[src/rtl/max_pool_2x2.sv]
// Streaming 2x2 stride-2 signed max-pool over a raster-order pixel stream.
// Even-row pair maxima wait in a half-row line buffer for the matching odd row.
module max_pool_2x2 #(
    parameter int In_d_W = 18,
    parameter int IMG_W  = 28,
    parameter int IMG_H  = 28
) (
    input  logic              clk,
    input  logic              clr_n,
    input  logic              in_valid,
    input  logic [In_d_W-1:0] in_data,
    output logic              out_valid,
    output logic [In_d_W-1:0] out_data,
    output logic              frame_done
);

    localparam int CW    = (IMG_W > 2) ? $clog2(IMG_W) : 1;
    localparam int RW    = (IMG_H > 2) ? $clog2(IMG_H) : 1;
    localparam int LB_D  = IMG_W / 2;
    localparam int LB_AW = (IMG_W > 2) ? $clog2(LB_D) : 1;

    localparam logic [CW-1:0] COL_LAST = CW'(IMG_W - 1);
    localparam logic [RW-1:0] ROW_LAST = RW'(IMG_H - 1);
    localparam logic [CW-1:0] COL_ONE  = CW'(1);
    localparam logic [RW-1:0] ROW_ONE  = RW'(1);

    function automatic logic [In_d_W-1:0] smax(input logic [In_d_W-1:0] a,
                                               input logic [In_d_W-1:0] b);
        if ($signed(a) >= $signed(b)) begin
            return a;
        end else begin
            return b;
        end
    endfunction

    logic [CW-1:0]     col_q, col_d;
    logic [RW-1:0]     row_q, row_d;
    logic [In_d_W-1:0] h_q, h_d;
    logic [In_d_W-1:0] out_data_q, out_data_d;
    logic              out_valid_q, out_valid_d;
    logic              frame_done_q, frame_done_d;
    logic [In_d_W-1:0] lbuf_q [LB_D];

    logic [LB_AW-1:0]  lb_idx_s;
    logic [In_d_W-1:0] pair_s;
    logic              lb_we_s;

    // Next-state logic: counters, horizontal hold, line-buffer write and output.
    always_comb begin
        col_d        = col_q;
        row_d        = row_q;
        h_d          = h_q;
        out_data_d   = out_data_q;
        out_valid_d  = 1'b0;
        frame_done_d = 1'b0;
        lb_we_s      = 1'b0;
        lb_idx_s     = LB_AW'(col_q >> 1);
        pair_s       = smax(h_q, in_data);
        if (in_valid) begin
            if (col_q == COL_LAST) begin
                col_d = {CW{1'b0}};
                if (row_q == ROW_LAST) begin
                    row_d = {RW{1'b0}};
                end else begin
                    row_d = row_q + ROW_ONE;
                end
            end else begin
                col_d = col_q + COL_ONE;
            end
            if (!col_q[0]) begin
                h_d = in_data;
            end else if (!row_q[0]) begin
                lb_we_s = 1'b1;
            end else begin
                out_data_d   = smax(lbuf_q[lb_idx_s], pair_s);
                out_valid_d  = 1'b1;
                frame_done_d = (col_q == COL_LAST) && (row_q == ROW_LAST);
            end
        end else begin
            lb_we_s = 1'b0;
        end
    end

    // Control and output registers with synchronous active-low clear.
    always_ff @(posedge clk) begin
        if (!clr_n) begin
            col_q        <= {CW{1'b0}};
            row_q        <= {RW{1'b0}};
            h_q          <= {In_d_W{1'b0}};
            out_data_q   <= {In_d_W{1'b0}};
            out_valid_q  <= 1'b0;
            frame_done_q <= 1'b0;
        end else begin
            col_q        <= col_d;
            row_q        <= row_d;
            h_q          <= h_d;
            out_data_q   <= out_data_d;
            out_valid_q  <= out_valid_d;
            frame_done_q <= frame_done_d;
        end
    end

    // Line buffer is never read before being rewritten in a frame, so it is not cleared.
    always_ff @(posedge clk) begin
        if (clr_n && lb_we_s) begin
            lbuf_q[lb_idx_s] <= pair_s;
        end
    end

    assign out_valid  = out_valid_q;
    assign out_data   = out_data_q;
    assign frame_done = frame_done_q;

endmodule

[config.mk]
export PLATFORM = sky130hd
export DESIGN_NAME = max_pool_2x2
export DESIGN_NICKNAME = d
export VERILOG_FILES = /design/src/rtl/max_pool_2x2.sv
export SDC_FILE = /design/constraint.sdc
export NUM_CORES = 1
export LEC_CHECK = 0
export ABC_AREA = 1
export CAP_MARGIN = 20
export CORE_ASPECT_RATIO = 1.75
export CORE_MARGIN = 2
export CORE_UTILIZATION = 50
export CTS_BUF_LIST = sky130_fd_sc_hd__clkbuf_8
export CTS_CLUSTER_SIZE = 8
export DETAILED_ROUTE_END_ITERATION = 8
export DONT_BUFFER_PORTS = 1
export MAX_ROUTING_LAYER = met4
export PLACE_DENSITY = 0.73
export RECOVER_POWER = 25
export SYNTH_ARGS = -nofsm -noshare
export SYNTH_HDL_FRONTEND = slang
export SYNTH_SLANG_ARGS = --single-unit
[constraint.sdc]
create_clock -name clk -period 8.8 [get_ports clk]
set_input_delay 0 -clock clk [delete_from_list [all_inputs] [get_ports clk]]
set_output_delay 0 -clock clk [all_outputs]
set_load 0.1 [all_outputs]
== Yosys cells after proc, flatten, opt, wreduce, memory -nomap -nowiden ==
Memory sizes are Yosys's and may differ from the RTL's. A register that Yosys moved wholly into a read port is not among the register bits.
Cells that the tools add are included.
Storage, ports and cells
  bits in registers: 48
  RAM bits: 252
  memories kept: 1
Cells by class
  mux-type cells: 12
  equal/unequal tests: 2
  $lt $le $gt $ge: 2
  reduce and logical (&&, ||, !) cells: 7
  bitwise gates (word level): 1
  add/sub/neg operators: 2
Memories
  lbuf_q: words 14, width 18, rd ports 1, clocked after Yosys merged registers in 1, wr ports 1, line 42  | logic [In_d_W-1:0] lbuf_q [LB_D];
Operator list (count)
  $ge 18x18->1: 2
  $mux 18: 2
  $add 5x1->5 const B: 2
  $eq 5x5->1 const B: 2
  $mux 5: 2
  $mux 4: 2
  $mux 1: 6
  $reduce_and 3->1: 2
  $reduce_and 2->1: 2
  $reduce_and 4->1: 1
  $logic_and 1x1->1: 2
  $not 1->1: 1

== Depth between registers and ports, before layout ==
  depth after elaboration: 6
  gate-level depth with buffers: 32
  mapped depth without buffers: 30

== Least setup slack after synthesis ==
OpenSTA, ideal clock, no wires.
  path kind: register to register
  from: register h_q[9]
  to: register out_data_q[12] (netlist: out_data[12])
  data arrival time: 3312 ps
  clock period less this slack: 3444 ps
  library setup time: 132 ps
  slack: 5356 ps
  cell stages (with the launch flop): 24
  path through: dfxtp_1 > ha_1 > nand2_1 > nor2_2 > nand3_1 > nand3_1 > nand2_1 > nand3_2 > buf_2 > nand4_1 > nand2_1 > inv_1 > ha_1 > nand4_1 > nor2_1 > nand3_1 > nand3_1 > nand2_1 > nand3_1 > buf_2 > buf_6 > nand3_1 > nand3_1 > a21oi_1
On the way
  word-level cells in the longest chain between the ends: 4
Ends and longest elaborated chain
  start, declared: line 38  | logic [In_d_W-1:0] h_q, h_d;
  start signal, assigned: line 89  | h_q <= {In_d_W{1'b0}};
  $ge 18x18->1: line 29  | if ($signed(a) >= $signed(b)) begin
  $mux 18: line 29
  named net pair_s[17]: line 45  | logic [In_d_W-1:0] pair_s;
  $ge 18x18->1: line 29
  $mux 18: line 29
  end signal, assigned: line 90  | out_data_q <= {In_d_W{1'b0}};
  end signal, assigned: line 97  | out_data_q <= out_data_d;
  end, declared: line 39  | logic [In_d_W-1:0] out_data_q, out_data_d;
The timed path passes the listed nets, and every way through them passes these cells.
A chain may end at the register's enable or synchronous reset.

== Worst setup path in the final report ==
  from: register h_q[5]
  to: register out_data_q[12] (netlist: out_data[12])
Same word-level chain as after synthesis.

==> flow_summary.yaml <==
placed_design:
  dp_hpwl_mm: 20.55
  pre_cts_ws_ps: 4193
  io_buffers: 0
  placed_area_um2: 13460
  gp_congestion: 0.9058
pwr:
  internal_power_mw: 2.185
  peakVddDrop_v: 0.0001409
  combPwrFrac: 0.117
  power_density_nw_per_um2: 205.4
  p_clk_frac: 0.331
  swShare: 0.2600
  p_sw_uw: 767.7
  power_mw: 2.953
  leakagePower_nw: 5.264
  power_frac_seq: 0.551
sta:
  finalCriticalPeriod_ps: 5287
  fin_ws_ps: 3513
  grt_setup_unrepaired: "no"
  max_freq_mhz: 189.1
  worstMarginPinSlew_ps: 1594
  setup_viol_count_final: 0
  skew_ps: 30.46
  final_max_slew_viol_count: 19
  fin_tns_setup_ps: 0
  relSlewSlack: -0.06248
  hold_viol_final: 0
  fin_crit_sh: 0.6008
die:
  rows: 78
  chipHeight_um: 218.4
  io_pins: 41
  initial_utilization: 0.5076
  dieArea_um2: 27620
  die_w_um: 126.5
  core_um2: 25860
synth:
  synth_warnings: 0
  synth_top_family_by_area: "simple AND/OR/NAND/NOR gates"
  yosys.area_share.simple: 0.1372
  synth_top_cell_area_share: 0.5764
  async_reset_ff_frac: 0
  synth.most_common_cell: "edfxtp_1"
  synthTopCellsByArea: "edfxtp_1 (58%), dfxtp_1 (7.9%), o21ai_0 (5.5%)"
  postSynthCellCount: 1202
  ys_seq_elements: 304
  synth.mux.area_fraction: 0
  synth_fp_nets: 1261
  synthXorXnorAreaFrac: 0.001334
  yosysSeqAreaShare: 0.6557
  syn_area_per_cell_um2: 10.92
  synth_compound_gate_area_share: 0.1244
  yosysTopAreaCell: "edfxtp_1"
  synthAdderAreaFrac: 0.03621
  synth_cell_types: 34
  synth.cells.most_frequent: "edfxtp_1 (252), nand2_1 (172), o21ai_0 (144)"
  synth_edf_count: 252
  synthFlopType: "edfxtp_1"
  synth_area_um2: 13130
finish:
  areaGrowthSynthToFinish_pct: 9.530
  drive_above_1_share: 0.07217
  final_util: 0.5560
  finalNetCount: 1287
  finalInstanceArea_um2: 14380
  antennaDiodeCount: 0
drt:
  dr_total_vias: 9560
  first_pass_iters: 6
  drtAntennaViolNets: 0
  post_drt_wl_per_cell_um: 21.67
  routed_via_density: 6.101
  drt-total-wl_mm: 33.95
  first_iter_violations: 876
  drcViolationCount: 0
cts:
  cts_sinks: 304
  numCtsBuffers: 44
  path_clk_slew_ps: 70
  htreeDepth: 2
  cts_root_buffer: "clkbuf_8"
  cts_resized: 0
  clock_latency_ps: 570
  cts_tree: "done"
  cts_buffer_depth: 3
critical_path:
  cp-end-kind: "flop"
  worst_path_most_repeated_cell: "nand3_1"
  crit_fanout: 19
  cp_cell_sequence: "ha_1, nand2_1, nor2_2, nand3_1, nand3_1, nand2_1, nand2_1, nand2_1, nand3_1, nand2_1, nand2_1, inv_1, ha_1, nand4_1, nor2_1, nand3_1, nand4_1, nand3_1, buf_4, inv_2, nand3_1, nand3_1, a21oi_1"
  slowest_stage: "nand3_1"
  endpoint: "out_data[12]$_SDFFE_PN0P_"
  critPathArrivalTime_ps: 5680
  slowest_delay_ps: 680
  crit_path_start_kind: "flop"
  r2r_setup_slack_ps: 3510
  r2r_start: "h_q[5]$_SDFFE_PN0P_"
  r2r_end: "out_data[12]$_SDFFE_PN0P_"
  worstRegToRegCells: 23
  crit_type: "flop to flop"
  cp-startpoint: "h_q[5]$_SDFFE_PN0P_"
  required_ps: 9190
run_status:
  violations: "capacitance limit, slew limit"
  status: "complete, but fails checks"
global_routing:
  grt_max_degree: 90
  grtUsageTotal: 0.2518
  gr-total-overflow: 0
  grt_pass1_wl_mm: 52.03
  grt_pass1_vias: 9509
  antenna_found_initial: 0
min_path:
  hold_class: "input pin to flop"
job:
  timing.max_cap.violations: 1
[worst min-delay path by stage]
stage	start	depth (start not counted)	endpoint
after CTS	in_data[7]	3	h_q[7]$_SDFFE_PN0P_
final	in_data[7]	3	h_q[7]$_SDFFE_PN0P_
after global placement	clr_n	2	h_q[7]$_SDFFE_PN0P_
after global routing	in_data[1]	3	h_q[1]$_SDFFE_PN0P_
after detailed placement	clr_n	2	h_q[7]$_SDFFE_PN0P_
after floorplan	clr_n	2	h_q[17]$_SDFFE_PN0P_
[power by group through the flow]
stage / combinational [mW] / clock, mW / sequential, mW
floorplan: 0.242 / 0 / 1.65
global placement: 0.318 / 0 / 1.66
detailed placement: 0.328 / 0 / 1.66
CTS: 0.343 / 0.985 / 1.63
global route: 0.384 / 1.04 / 1.63
finish: 0.346 / 0.978 / 1.63
[layout by cell type, fill, tap and decap left out, types with 2 or more instances in the layout]
cell type and n:
edfxtp_1 252, nand2_1 173, o21ai_0 144, nor2_1 127, inv_1 92, a21oi_1 79, nand3_1 73, dfxtp_1 50
clkbuf_8 46, ha_1 38, o221ai_1 28, nand4_1 26, dlygate4sd3_1 23, o22ai_1 18, buf_4 18, nor2_2 13
o211ai_1 8, o311ai_0 7, clkbuf_1 4, o21ai_1 3, inv_2 3, nor3_1 3, a21o_1 2, nor2_4 2
xor2_1 2
[area by class of cell]
class,instances,area [µm²]
Clock buffer,46,633.1
Tap cell,320,400.4
Timing Repair Buffer,46,400.4
Sequential cell,304,8613
Clock inverter,19,81.33
Fill cell,2097,11480
Multi-Input combinational cell,753,3955
Inverter,79,296.5
[critical path: cells and delay by family, from the launching register on]
| kind | cells | cell delay, ps |
|---|---|---|
| AO/OA/AOI/OAI | 1 | 90 |
| adder cells (fa/ha/maj) | 2 | 690 |
| buffers and inverters | 3 | 660 |
| flip-flops | 1 | 330 |
| AND/OR/NAND/NOR | 17 | 3320 |
[routing by layer]
metal	part of all wire	global-route usage
met1	0.36	0.2785
met3	0.061	0.02840
met5	0	-
met2	0.54	0.4556
met4	0.039	0.1081
[kinds of logic after synthesis]
group	Yosys count
and+or+nand+nor	423
AOI/OAI and AO/OA	290
xor gates and xnor gates	2
adders and majority gates	38
buffers and inverters	145
DFF	304
[sequential cells by signal, summed over array words and instances (netlist names), named ones only]
signal and count:
col_q 5, frame_done 1, h_q 18, lbuf_q 252
out_data 18, out_valid 1, row_q 5
[stage by stage]
step                hold slack (ps)  instances
floorplan                     138.4       1202
global placement              143.9       1477
detailed placement            144.9       1478
CTS                           164.0       1566
global route                  206.7       1567
finish                        177.4       1567
[timing repair]
action,CTS,global route
setup buffers,0,0
hold buffers,23,0
hold endpoints to repair,49,0
No activity file was read; power rests on OpenSTA's default activity.
